## config.mk

```make
export PLATFORM = sky130hd
export DESIGN_NAME = alu_pipe
export DESIGN_NICKNAME = d
export VERILOG_FILES = /design/src/rtl/alu_pipe.sv
export SDC_FILE = /design/constraint.sdc
export NUM_CORES = 1
export LEC_CHECK = 0
export BUFFER_PORTS_ARGS = -buffer_cell sky130_fd_sc_hd__buf_2
export CORE_ASPECT_RATIO = 0.8
export CORE_MARGIN = 2
export CORE_UTILIZATION = 40
export CTS_CLUSTER_SIZE = 20
export DETAILED_ROUTE_END_ITERATION = 12
export GPL_ROUTABILITY_DRIVEN = 0
export PLACE_DENSITY = 0.61
export SLEW_MARGIN = 20
export SYNTH_ARGS = -nofsm -noshare
export SYNTH_HDL_FRONTEND = slang
export SYNTH_SLANG_ARGS = --single-unit
```

## constraint.sdc

```tcl
create_clock -name clk -period 5.71 [get_ports clk]
set_clock_uncertainty 0.05 [all_clocks]
set_input_delay 1.142 -clock clk [delete_from_list [all_inputs] [get_ports clk]]
set_output_delay 1.142 -clock clk [all_outputs]
set_load 0.005 [all_outputs]
```

## src/rtl/alu_pipe.sv

```systemverilog
// Pipelined signed ALU with a valid/ready handshake on both sides and optional saturation.
// The result is computed in one combinational step; stages 2..PIPE only delay it and freeze together on stall.
module alu_pipe #(
  parameter int WIDTH = 5,
  parameter int PIPE  = 2,
  parameter int SAT   = 0
) (
  input  logic                    clk,
  input  logic                    rst,
  input  logic                    in_valid,
  output logic                    in_ready,
  input  logic                    alu_en,
  input  logic                    a_en,
  input  logic                    b_en,
  input  logic [2:0]              a_op,
  input  logic [1:0]              b_op,
  input  logic signed [WIDTH-1:0] a,
  input  logic signed [WIDTH-1:0] b,
  output logic                    out_valid,
  input  logic                    out_ready,
  output logic signed [WIDTH:0]   c,
  output logic                    err,
  output logic                    ovf
);
  localparam int W2 = WIDTH + 2;
  localparam logic signed [W2-1:0] MAXV = W2'((1 << (WIDTH-1)) - 1);
  localparam logic signed [W2-1:0] MINV = W2'(-(1 << (WIDTH-1)));

  function automatic logic signed [W2-1:0] sx(input logic [WIDTH-1:0] v);
    return {{2{v[WIDTH-1]}}, v};
  endfunction

  logic signed [W2-1:0]    ae, be, diff, r_d;
  logic signed [WIDTH:0]   c_d;
  logic                    err_d, ovf_d, stall;

  logic [PIPE:1]           vld_q;
  logic [PIPE:1][WIDTH:0]  c_q;
  logic [PIPE:1]           err_q, ovf_q;

  always_comb begin
    ae    = sx(a);
    be    = sx(b);
    diff  = ae - be;
    r_d   = '0;
    err_d = 1'b0;
    if (alu_en && a_en && !b_en) begin
      case (a_op)
        3'd0:    r_d = ae + be;
        3'd1:    r_d = diff;
        3'd2:    r_d = sx(a ^ b);
        3'd3:    r_d = sx(a & b);
        3'd4:    r_d = sx(a | b);
        3'd5:    r_d = sx(a ~^ b);
        3'd6:    r_d = (ae < be) ? ae : be;
        default: r_d = (ae > be) ? ae : be;
      endcase
    end else if (alu_en && b_en && !a_en) begin
      case (b_op)
        2'd0:    r_d = -ae;
        2'd1:    r_d = diff[W2-1] ? -diff : diff;
        2'd2:    r_d = ae + W2'(1);
        default: r_d = be - W2'(1);
      endcase
    end else if (alu_en) begin
      err_d = 1'b1;
    end
    // Bitwise/MIN/MAX always land in range, so a plain range test covers every op.
    ovf_d = (r_d > MAXV) || (r_d < MINV);
    c_d   = r_d[WIDTH:0];
    if (SAT != 0 && ovf_d) c_d = r_d[W2-1] ? MINV[WIDTH:0] : MAXV[WIDTH:0];
  end

  assign stall    = vld_q[PIPE] & ~out_ready;
  assign in_ready = ~stall;

  always_ff @(posedge clk) begin
    if (rst) begin
      vld_q <= '0;
      c_q   <= '0;
      err_q <= '0;
      ovf_q <= '0;
    end else if (!stall) begin
      vld_q[1] <= in_valid;
      c_q[1]   <= in_valid ? c_d : '0;
      err_q[1] <= in_valid & err_d;
      ovf_q[1] <= in_valid & ovf_d;
      for (int i = 2; i <= PIPE; i++) begin
        vld_q[i] <= vld_q[i-1];
        c_q[i]   <= c_q[i-1];
        err_q[i] <= err_q[i-1];
        ovf_q[i] <= ovf_q[i-1];
      end
    end
  end

  assign out_valid = vld_q[PIPE];
  assign c         = c_q[PIPE];
  assign err       = err_q[PIPE];
  assign ovf       = ovf_q[PIPE];
endmodule

```

==> metrics.md, run 1 <==
| Metric | Value |
|---|---|
| Standard-cell rows | 24 |
| Synth top area cells | sky130_fd_sc_hd__dfxtp_1 16%, sky130_fd_sc_hd__ha_1 11%, sky130_fd_sc_hd__a21oi_1 7.3% |
| Number of buffers inserted by post-CTS setup repair | 0 |
| Total power of the final layout | between 0.0003 and 0.0004 W |
| Slew Limit Fails | 0 |
| Period utilisation layout | between 60 and 70% |
| Proportion of layout cells with a drive suffix above 1 | 14.1% |
| Routed WL per cell | ~16 µm |
| Number of port buffers | 31 |
| Detailed Route WL | about 6300 µm |
| Fin util | ~45% |
| Fin. Hold Viols | 0 |
| Slew @ Worst Pin | between 0.5 and 0.6 ns |
| Total global routing track utilization | a little over a fifth |
| Highest clock rate | about 0.26 GHz |
| TritonCTS Buffers | 3 |
| Number of hold buffers added after CTS | 0 |
| Number of register bits inferred by synthesis | 18 |
| Top cells by count, synth | 40 x sky130_fd_sc_hd__nand2_1, 33 x sky130_fd_sc_hd__a21oi_1, 19 x sky130_fd_sc_hd__ha_1, 18 x sky130_fd_sc_hd__dfxtp_1, 18 x sky130_fd_sc_hd__nor2_1 |
| Core ar. | between 5000 and 6000 µm² |
| Worst slew margin | 62.2% |
| Main combinational cell family by area after synthesis | compound AO/OA/AOI/OAI gates |
| Multiplexer share of the synthesized area | under 10% |
| Worst R2R Path Depth | 7 |
| Skew-Pair Late Insertion Delay | roughly 0.25 ns |
| Number of max-cap violations | 0 |
| Yosys Warn Count | 0 |
| Largest net degree at the start of global routing | 21 |
| Critical Path RT | 5.80 ns |
| Worst-path maximum fanout | 9 |
| Worst vdd rail ir drop | approximately 0.081 mV |
| Die height | around 70 µm |
| Share of the synthesized area in compound gates (AO/OA/AOI/OAI) | 29.8% |
| Launching instance or port of the critical path | a[0] |
| Kind of critical path | input port to flip-flop |
| Clock Sinks | 18 |
| Vias per Instance | roughly 6 |
| Routed via count | approximately 2300 |
| Post-synthesis xor/xnor area fraction | between 5 and 6% |
| # H-tree levels | 1 |
| Crit path DAT | roughly 4 ns |
| Power density relative to cell area | approximately 160 nW/µm² |
| Min-Delay Path Class | flip-flop to flip-flop |
| Count of nets left with antenna violations after detail routing | 0 |
| Buffers from clock root to sink, at most | 2 |
| Wire length of the first global-routing pass | 10600 µm |
| Leakage power summed over all cells | between 1 and 1.5 nW |
| # setup viols final | 0 |
| Total I/O pin count | 32 |
| Die width | 88.1 µm |
| Startpoint types | input port |
| Total standard cell area after synthesis | around 2300 µm² |
| Die outline area | between 6000 and 7000 µm² |
| Met1 Routed Length | between 3000 and 4000 µm |
| Number of nets in the layout | 365 |
| Arithmetic-cell share of the synthesized area counting full adders, half adders and majority gates | 12.3% |
| Clock transition at the registers of the reported paths | approximately 0.060 ns |
| Share of the synthesized area in the top cell type | 15.9% |
| P&R area growth vs syn | 8.19% |
| Hold WS | roughly 0.4 ns |
| Smallest setup slack after layout | approximately 1.9 ns |
| Primary FF master, synth | sky130_fd_sc_hd__dfxtp_1 |
| Unrepaired setup endpoints after global routing | no |
| Met3 routed WL | 507 µm |
| Total of cells resized after clock tree synthesis | 0 |
| Routed length on met2 | 2620 µm |
| Setup WS pre-CTS | ~1.7 ns |
| Share of synthesized registers carrying an async set or reset | 0% |
| Count leader, synth | sky130_fd_sc_hd__nand2_1 |
| Uppermost metal layer occupied by signal nets | met4 |
| Capture point of the worst reg-to-reg path | c_q[0] |
| Worst reg2reg path startpoint | vld_q[2] |
| Setup slack, reg-to-reg | between 3 and 4 ns |
| Status | finished, final reports clean |
| Time the worst path needs with I/O delays and setup | 3.82 ns |
| Syn avg cell area | ~7.3 µm² |
| Pre-Repair DR Iteration Count | 4 |
| Number of distinct library cells after synthesis | 62 |
| Sequential cell area fraction in the yosys report | 15.9% |
| Post-detailed-placement half-perimeter wirelength | 4920 µm |
| Cell count after synthesis | ~300 |
| Post-detailed-route DRC marker count | 0 |
| Clock tree from TritonCTS | yes |
| Buffer type at the clock tree root | sky130_fd_sc_hd__clkbuf_8 |
| Endpoint type of the worst setup path | flip-flop |
| Count of inserted antenna diode cells | 0 |
| Total Neg Setup Slack | 0 ns |
| Worst setup path endpoint | ovf_q[1] |
| Sum of overflow across all layers after global routing | 0 |
| Largest area contributor in the netlist | sky130_fd_sc_hd__dfxtp_1 |
| Syn Nets | 351 |
| Starting utilization of the core area | around two fifths |
| Number of enable-type register cells in the synthesized netlist | 0 |
| Antenna violations before repair | 0 |
| Via count of the first global-routing pass | around 2100 |
| Detailed router's first-iteration violation count | 196 |
| Synthesized-area fraction occupied by and/or/nand/nor cells | a little under a quarter |
## logic make-up (layout without fill, tap and decap cells)
family	after synthesis	in the layout
buf+inv	42	54
fa+ha+maj	21	21
mux	11	11
flops	18	18
xor+xnor	14	14
compound gates	99	99
simple gates	103	103
## placed cells by master (no fill, tap or decap), types with 5 or more instances in the layout
master,Yosys,final
sky130_fd_sc_hd__nand4_1,5,5
sky130_fd_sc_hd__nor2_1,18,18
sky130_fd_sc_hd__buf_2,0,31
sky130_fd_sc_hd__nor2b_1,6,6
sky130_fd_sc_hd__dfxtp_1,18,18
sky130_fd_sc_hd__ha_1,19,19
sky130_fd_sc_hd__mux2i_1,9,9
sky130_fd_sc_hd__xor2_1,7,7
sky130_fd_sc_hd__a211oi_1,7,7
sky130_fd_sc_hd__nand3_1,5,5
sky130_fd_sc_hd__a21oi_1,33,33
sky130_fd_sc_hd__nand2_1,40,40
sky130_fd_sc_hd__xnor2_1,7,7
sky130_fd_sc_hd__inv_1,17,17
sky130_fd_sc_hd__o21ai_0,10,10
## per-layer routing
metal | track usage [%] | vias to the layer above
met5 | 0 | -
met4 | 2.53 | 0
met3 | 4.61 | 4
met1 | 32.5 | 1090
li1 | - | 1142
met2 | 30.4 | 89
## metrics by stage
| stage | cell area [µm²] | cells |
|---|---|---|
| after global routing | 2450 | 398 |
| after CTS | 2450 | 398 |
| after global placement | 2410 | 395 |
| after floorplan | 2260 | 308 |
| final | 2450 | 398 |
| after detailed placement | 2410 | 395 |
## where the power goes
part	internal [W]	total, W	leakage, nW	switching, W
sequential	0.000129	0.000131	0.146	0.00000157
clock	0.0000468	0.0000849	0.0216	0.0000381
combinational	0.0000702	0.000181	0.865	0.000110
## layout make-up
| class | instances | area [µm²] |
|---|---|---|
| multi-input combinational | 248 | 1710 |
| inverter | 19 | 71.3 |
| timing repair buffer | 32 | 163 |
| sequential | 18 | 360 |
| clock buffer | 3 | 41.3 |
| fill | 575 | 3020 |
| tap | 78 | 97.6 |
## how the worst min path moves through the flow
stage | cells past startpoint | slack [ns] | to | from
floorplan | 2 | 0.38 | c_q[4] | c_q[4]
global placement | 2 | 0.39 | ovf_q[2] | ovf_q[2]
detailed placement | 2 | 0.39 | ovf_q[2] | ovf_q[2]
CTS | 2 | 0.40 | ovf_q[2] | ovf_q[2]
global route | 2 | 0.42 | c[2] | c[2]
finish | 2 | 0.40 | ovf_q[2] | ovf_q[2]
## registers in the layout, summed over array words and instances, names as in the netlist
signal and count:
c 6, ovf_q 2, c_q 6, err_q 2
vld_q 2
## worst max-delay path, stage by stage
cell                       delay, ns
sky130_fd_sc_hd__buf_2          0.19
sky130_fd_sc_hd__inv_1          0.12
sky130_fd_sc_hd__ha_1           0.25
sky130_fd_sc_hd__fa_1           0.45
sky130_fd_sc_hd__o21bai_1       0.36
sky130_fd_sc_hd__a21o_1         0.20
sky130_fd_sc_hd__xor2_1         0.23
sky130_fd_sc_hd__xor2_1         0.10
sky130_fd_sc_hd__a221oi_1       0.48
sky130_fd_sc_hd__nand4_1        0.15
sky130_fd_sc_hd__and4bb_1       0.23
(Power assumes the default switching activity.)
==> run 2: changes to the inputs <==
==> constraint.sdc (replaced) <==
create_clock -name clk -period 3.75 [get_ports clk]
set_clock_uncertainty 0.05 [all_clocks]
set_input_delay 0.75 -clock clk [delete_from_list [all_inputs] [get_ports clk]]
set_output_delay 0.75 -clock clk [all_outputs]
set_load 0.005 [all_outputs]
==> run 2 against run 1 <==
Via count rose by 1.1%; critical path type unchanged; routed wire length fell by 0.76%; sequential share of layout area fell by 0.13 points; critical path depth did not move; power rose by 54%; clock-buffer cell count did not move; largest power group unchanged; sequential power rose by 52%.
==> metrics.md, run 2 (synthesized netlist as in run 1, its figures left out) <==
| Metric | Value |
|---|---|
| Status | finished, final reports clean |
| Vias per Instance | 5.86 |
| Slew Limit Fails | 0 |
| Worst-path maximum fanout | 9 |
| Crit path DAT | between 3 and 4 ns |
| # H-tree levels | 1 |
| Crit path depth | 11 |
| Buffer type at the clock tree root | sky130_fd_sc_hd__clkbuf_8 |
| Antenna violations before repair | 0 |
| Endpoint type of the worst setup path | flip-flop |
| Number of port buffers | 31 |
| Skew-Pair Late Insertion Delay | between 0.2 and 0.3 ns |
| Clock transition at the registers of the reported paths | 0.06 ns |
| Cells along the critical path | buf_2 > inv_1 > ha_1 > fa_1 > xnor2_1 > nand3_1 > o221ai_1 > xor2_1 > a221oi_1 > nand4_1 > and4bb_1 |
| Die outline area | about 6300 µm² |
| Setup slack, reg-to-reg | between 1.5 and 2 ns |
| Kind of critical path | input port to flip-flop |
| Fillers | 564 |
| Post-detailed-placement half-perimeter wirelength | ~4900 µm |
| Slowest cell delay on critical path | around 0.46 ns |
| Number of buffers inserted by post-CTS setup repair | 0 |
| Leading cell type in the layout, fill and taps excluded | sky130_fd_sc_hd__nand2_1 |
| Proportion of layout cells with a drive suffix above 1 | between 10 and 15% |
| Routed WL per cell | around 16 µm |
| Fin util | 45.2% |
| Time the worst path needs with I/O delays and setup | roughly 3.3 ns |
| Period utilisation layout | about 88% |
| Hold Crit Depth | 2 |
| Power density relative to cell area | approximately 250 nW/µm² |
| Min-Delay Path Class | flip-flop to flip-flop |
| Worst slew margin | 65.4% |
| Number of hold buffers added after CTS | 0 |
| Worst reg2reg path startpoint | vld_q[2] |
| Capture point of the worst reg-to-reg path | c_q[0] |
| Unrepaired setup endpoints after global routing | no |
| Die height | around 71 µm |
| Cell area reported after detailed placement | roughly 2400 µm² |
| Largest net degree at the start of global routing | 21 |
| Terminating pin of the worst hold path | c[0] |
| Most heavily used metal layer in global routing | met1 |
| Final Cell Area | 2470 µm² |
| Most frequent cells in the layout | 40 x sky130_fd_sc_hd__nand2_1, 33 x sky130_fd_sc_hd__a21oi_1, 31 x sky130_fd_sc_hd__buf_2, 19 x sky130_fd_sc_hd__ha_1 |
| Post-detailed-route DRC marker count | 0 |
| Detailed router's first-iteration violation count | 199 |
| Die width | between 80 and 90 µm |
| Clock tree from TritonCTS | yes |
| Routed via count | roughly 2400 |
| Number of nets in the layout | approximately 370 |
| Leakage power summed over all cells | 1.05 nW |
| P&R area growth vs syn | 9.18% |
| Cell family with the largest share of critical-path delay | adder cells |
| # setup viols final | 0 |
| Pre-Repair DR Iteration Count | 5 |
| Starting utilization of the core area | ~41% |
| Buffers from clock root to sink, at most | 2 |
| Standard-cell rows | 24 |
| Met3 capacity usage during global routing | under 10% |
| Critical-path cell with the highest stage delay | sky130_fd_sc_hd__a221oi_1 |
| Fin. Hold Viols | 0 |
| Worst R2R Path Depth | 7 |
| Critical Path RT | ~3.8 ns |
| Count of nets left with antenna violations after detail routing | 0 |
| Worst vdd rail ir drop | roughly 0.10 mV |
| TritonCTS Buffers | 3 |
| Slew @ Worst Pin | slightly above 0.5 ns |
| Number of max-cap violations | 0 |
| Launch instance of the worst min-delay path | c[0] |
| Clock Sinks | 18 |
| Detailed Route WL | 6250 µm |
| Total I/O pin count | 32 |
| Total global routing track utilization | 21.1% |
| Via count of the first global-routing pass | 2154 |
| Startpoint types | input port |
| Wire length of the first global-routing pass | roughly 11000 µm |
| Core ar. | 5470 µm² |
| Total Neg Setup Slack | 0 ns |
| Total of cells resized after clock tree synthesis | 0 |
| GR Util met1 | 33.8% |
| Sum of overflow across all layers after global routing | 0 |
| Hold WS | 0.399 ns |
| Count of inserted antenna diode cells | 0 |
| Met2 Use GR | 29.7% |
| Highest clock rate | 0.302 GHz |
| Number of buffers and inverters on the critical path | 2 |
run 2: worst max path at each step:
stage | start | end | slack, ns
after floorplan | a[0] | ovf_q[1] | 0.42
after global placement | a[0] | ovf_q[1] | 0.28
after detailed placement | a[0] | ovf_q[1] | 0.22
after CTS | a[0] | ovf_q[1] | 0.46
after global routing | a[0] | ovf_q[1] | 0.14
final | a[0] | ovf_q[1] | 0.44
run 2: power breakdown:
group	internal, W	switching (W)	total, W
registers	0.000196	0.00000234	0.000199
clock network	0.0000713	0.0000613	0.000133
logic	0.000110	0.000168	0.000278
total	0.000377	0.000232	0.000609
run 2: per-stage QoR:
stage / setup slack (ns) / total power (W) / instances
2_1_floorplan: 0.422 / 0.000403 / 308
3_3_place_gp: 0.283 / 0.000476 / 398
5_1_grt: 0.144 / 0.000650 / 401
6_report: 0.440 / 0.000609 / 401
3_5_place_dp: 0.220 / 0.000475 / 398
4_1_cts: 0.460 / 0.000608 / 401
run 2: routing by layer:
layer,up-vias,share of wire [%]
met5,-,0
met4,0,0.58
met3,4,9.6
met2,118,41
met1,1085,49
li1,1144,-
run 2: layout make-up:
type                       instances  area (µm²)  share of cell area [%]
clock buffer                       3        41.3                    1.67
inverter                          19        71.3                    2.89
multi-input combinational        248        1710                    69.4
sequential                        18         360                    14.6
tap                               78        97.6                    3.95
timing repair buffer              35         185                    7.50
run 2: worst reg2reg max path, cell delays in order, from the launching register on:
cell and delay, ns:
sky130_fd_sc_hd__dfxtp_1 0.30, sky130_fd_sc_hd__nor2b_1 0.12, sky130_fd_sc_hd__buf_4 0.20, sky130_fd_sc_hd__inv_1 0.32, sky130_fd_sc_hd__nand2_1 0.25, sky130_fd_sc_hd__a2111oi_0 0.42, sky130_fd_sc_hd__a221oi_1 0.09, sky130_fd_sc_hd__nor2_1 0.10
==> run 3: changes to the inputs <==
==> constraint.sdc (replaced) <==
create_clock -name clk -period 3.06 [get_ports clk]
set_clock_uncertainty 0.05 [all_clocks]
set_input_delay 0.612 -clock clk [delete_from_list [all_inputs] [get_ports clk]]
set_output_delay 0.612 -clock clk [all_outputs]
set_load 0.005 [all_outputs]
==> run 3 against run 2 <==
Combinational power grew 34%; sequential power grew 23%; via count rose by 0.68%; utilization rose by 2.9 points; clock power rose by 44%; setup slack lost 0.23 ns; die area stayed put; power grew 33%; sequential share of layout area is 0.88 points lower; non-clock buffer count is 17 higher; register-to-register slack got worse by 0.72 ns; largest cell class unchanged.
==> metrics.md, run 3 (synthesized netlist as in run 1, its figures left out) <==
| Metric | Value |
|---|---|
| Status | finished, final reports clean |
| Terminating pin of the worst hold path | err_q[2] |
| Total global routing track utilization | around 21% |
| Hold Crit Depth | 2 |
| Clock Sinks | 18 |
| Total of cells resized after clock tree synthesis | 0 |
| Starting utilization of the core area | just over 40% |
| Final Cell Area | 2630 µm² |
| Buffer type at the clock tree root | sky130_fd_sc_hd__clkbuf_8 |
| Slew @ Worst Pin | ~0.42 ns |
| Setup slack, reg-to-reg | ~1.1 ns |
| Slew Limit Fails | 0 |
| Leading cell type in the layout, fill and taps excluded | sky130_fd_sc_hd__nand2_1 |
| Pre-Repair DR Iteration Count | 5 |
| Vias per Instance | roughly 5.6 |
| Die height | slightly above 70 µm |
| Antenna violations before repair | 0 |
| Buffers from clock root to sink, at most | 2 |
| Fillers | between 500 and 600 |
| Time the worst path needs with I/O delays and setup | 2.85 ns |
| # H-tree levels | 1 |
| Number of nets in the layout | between 300 and 400 |
| # setup viols final | 0 |
| Setup WS pre-CTS | -0.0260 ns |
| Cell area reported after detailed placement | between 2000 and 3000 µm² |
| Routed WL per cell | 15.4 µm |
| Highest clock rate | ~0.35 GHz |
| Fin util | between 40 and 50% |
| Most frequent CP cell | sky130_fd_sc_hd__xor2_1 |
| Period utilisation layout | between 90 and 100% |
| Critical-path cell with the highest stage delay | sky130_fd_sc_hd__fa_1 |
| Worst reg2reg path startpoint | vld_q[2] |
| Number of max-cap violations | 0 |
| Wire length of the first global-routing pass | between 10000 and 15000 µm |
| Via count of the first global-routing pass | 2156 |
| Slowest cell delay on critical path | 0.48 ns |
| Unrepaired setup endpoints after global routing | no |
| Standard-cell rows | 24 |
| Number of port buffers | 31 |
| Leakage power summed over all cells | 1.15 nW |
| Number of hold buffers added after CTS | 0 |
| Number of buffers and inverters on the critical path | 2 |
| Largest net degree at the start of global routing | 21 |
| Routed via count | between 2000 and 2500 |
| Clock tree from TritonCTS | yes |
| Power density relative to cell area | approximately 310 nW/µm² |
| Clock transition at the registers of the reported paths | roughly 0.060 ns |
| Sum of overflow across all layers after global routing | 0 |
| Count of inserted antenna diode cells | 0 |
| Detailed router's first-iteration violation count | approximately 220 |
| Proportion of layout cells with a drive suffix above 1 | 20.2% |
| Die width | around 90 µm |
| Core ar. | ~5500 µm² |
| Worst R2R Path Depth | 7 |
| Critical Path RT | approximately 3.2 ns |
| Post-detailed-placement half-perimeter wirelength | roughly 5200 µm |
| Smallest setup slack after layout | approximately 0.21 ns |
| Crit path DAT | between 2 and 3 ns |
| Capture point of the worst reg-to-reg path | c_q[0] |
| Number of buffers inserted by post-CTS setup repair | 0 |
| Cell family with the largest share of critical-path delay | compound AO/OA/AOI/OAI gates |
| Cells along the critical path | buf_2 > inv_1 > ha_1 > fa_1 > o21bai_2 > a21o_1 > xor2_1 > xor2_1 > a221oi_2 > nand4_1 > and4bb_1 |
| Cell Count Post-Placement | 415 |
| Count of nets left with antenna violations after detail routing | 0 |
| Skew-Pair Late Insertion Delay | about 0.25 ns |
| Die outline area | about 6300 µm² |
| Total I/O pin count | 32 |
| Fin. Hold Viols | 0 |
| Worst-path maximum fanout | 4 |
| Post-detailed-route DRC marker count | 0 |
| Detailed Route WL | ~6400 µm |
| Kind of critical path | input port to flip-flop |
| Non-filler cells, final | 419 |
| Launch instance of the worst min-delay path | err_q[2] |
| Most frequent cells in the layout | 40 x sky130_fd_sc_hd__nand2_1, 33 x sky130_fd_sc_hd__a21oi_1, 31 x sky130_fd_sc_hd__buf_2, 21 x sky130_fd_sc_hd__buf_4, 19 x sky130_fd_sc_hd__ha_1 |
| Worst vdd rail ir drop | about 0.16 mV |
| P&R area growth vs syn | 16.2% |
| TritonCTS Buffers | 3 |
| Total power of the final layout | between 0.0008 and 0.0009 W |
| Min-Delay Path Class | flip-flop to flip-flop |
| Worst slew margin | 71.5% |
| Startpoint types | input port |
| Endpoint type of the worst setup path | flip-flop |
## run 3: cell count changes in the layout (fill, tap and decap cells not counted)
cell | previous run | this run
sky130_fd_sc_hd__o21bai_2 | 0 | 1
sky130_fd_sc_hd__buf_4 | 4 | 21
sky130_fd_sc_hd__xnor2_2 | 0 | 1
sky130_fd_sc_hd__a221oi_2 | 0 | 1
sky130_fd_sc_hd__xnor2_1 | 7 | 6
sky130_fd_sc_hd__a221oi_1 | 4 | 3
sky130_fd_sc_hd__clkbuf_8 | 3 | 4
sky130_fd_sc_hd__o21bai_1 | 2 | 1
## run 3: area by class of cell
class | instances | area, µm² | area share, %
tap | 78 | 97.6 | 3.71
inverter | 19 | 71.3 | 2.71
timing repair buffer | 52 | 313 | 11.9
clock buffer | 4 | 55.1 | 2.09
multi-input combinational | 248 | 1730 | 65.9
sequential | 18 | 360 | 13.7
## run 3: per-layer routing
layer | global-route usage [%] | wire length [µm] | part of all wire, %
met1 | 34.5 | 3260 | 51
met2 | 31.6 | 2630 | 41
met3 | 2.88 | 515 | 8.0
met4 | 1.68 | 36 | 0.56
met5 | 0 | 0 | 0
## run 3: worst max-delay path by stage
stage,from,endpoint,slack [ns],cells after the start
2_1_floorplan,a[0],ovf_q[1],0.08,11
3_3_place_gp,a[0],ovf_q[1],0.06,11
3_5_place_dp,a[0],ovf_q[1],-0.03,11
4_1_cts,a[0],ovf_q[1],0.24,11
5_1_grt,a[0],ovf_q[1],0.05,11
6_report,a[0],ovf_q[1],0.21,11
## run 3: where the power goes
| part | switching [W] | internal [W] | leakage [nW] | total, W |
|---|---|---|---|---|
| Clock | 0.0000771 | 0.000114 | 0.0288 | 0.000191 |
| Combinational | 0.000216 | 0.000157 | 0.971 | 0.000373 |
| Sequential | 0.00000306 | 0.000240 | 0.146 | 0.000244 |
## run 3: tightest hold or removal path: cells and delay by family, from the launching register on
| family | cells | cell delay [ns] |
|---|---|---|
| simple gates | 1 | 0.05 |
| flops | 1 | 0.31 |
| compound gates | 1 | 0.05 |
## run 3: stage by stage
| step | setup TNS, ns | hold slack [ns] |
|---|---|---|
| after floorplan | 0 | 0.382 |
| after global placement | 0 | 0.388 |
| after detailed placement | -0.0260 | 0.392 |
| after CTS | 0 | 0.401 |
| after global routing | 0 | 0.419 |
| final | 0 | 0.397 |
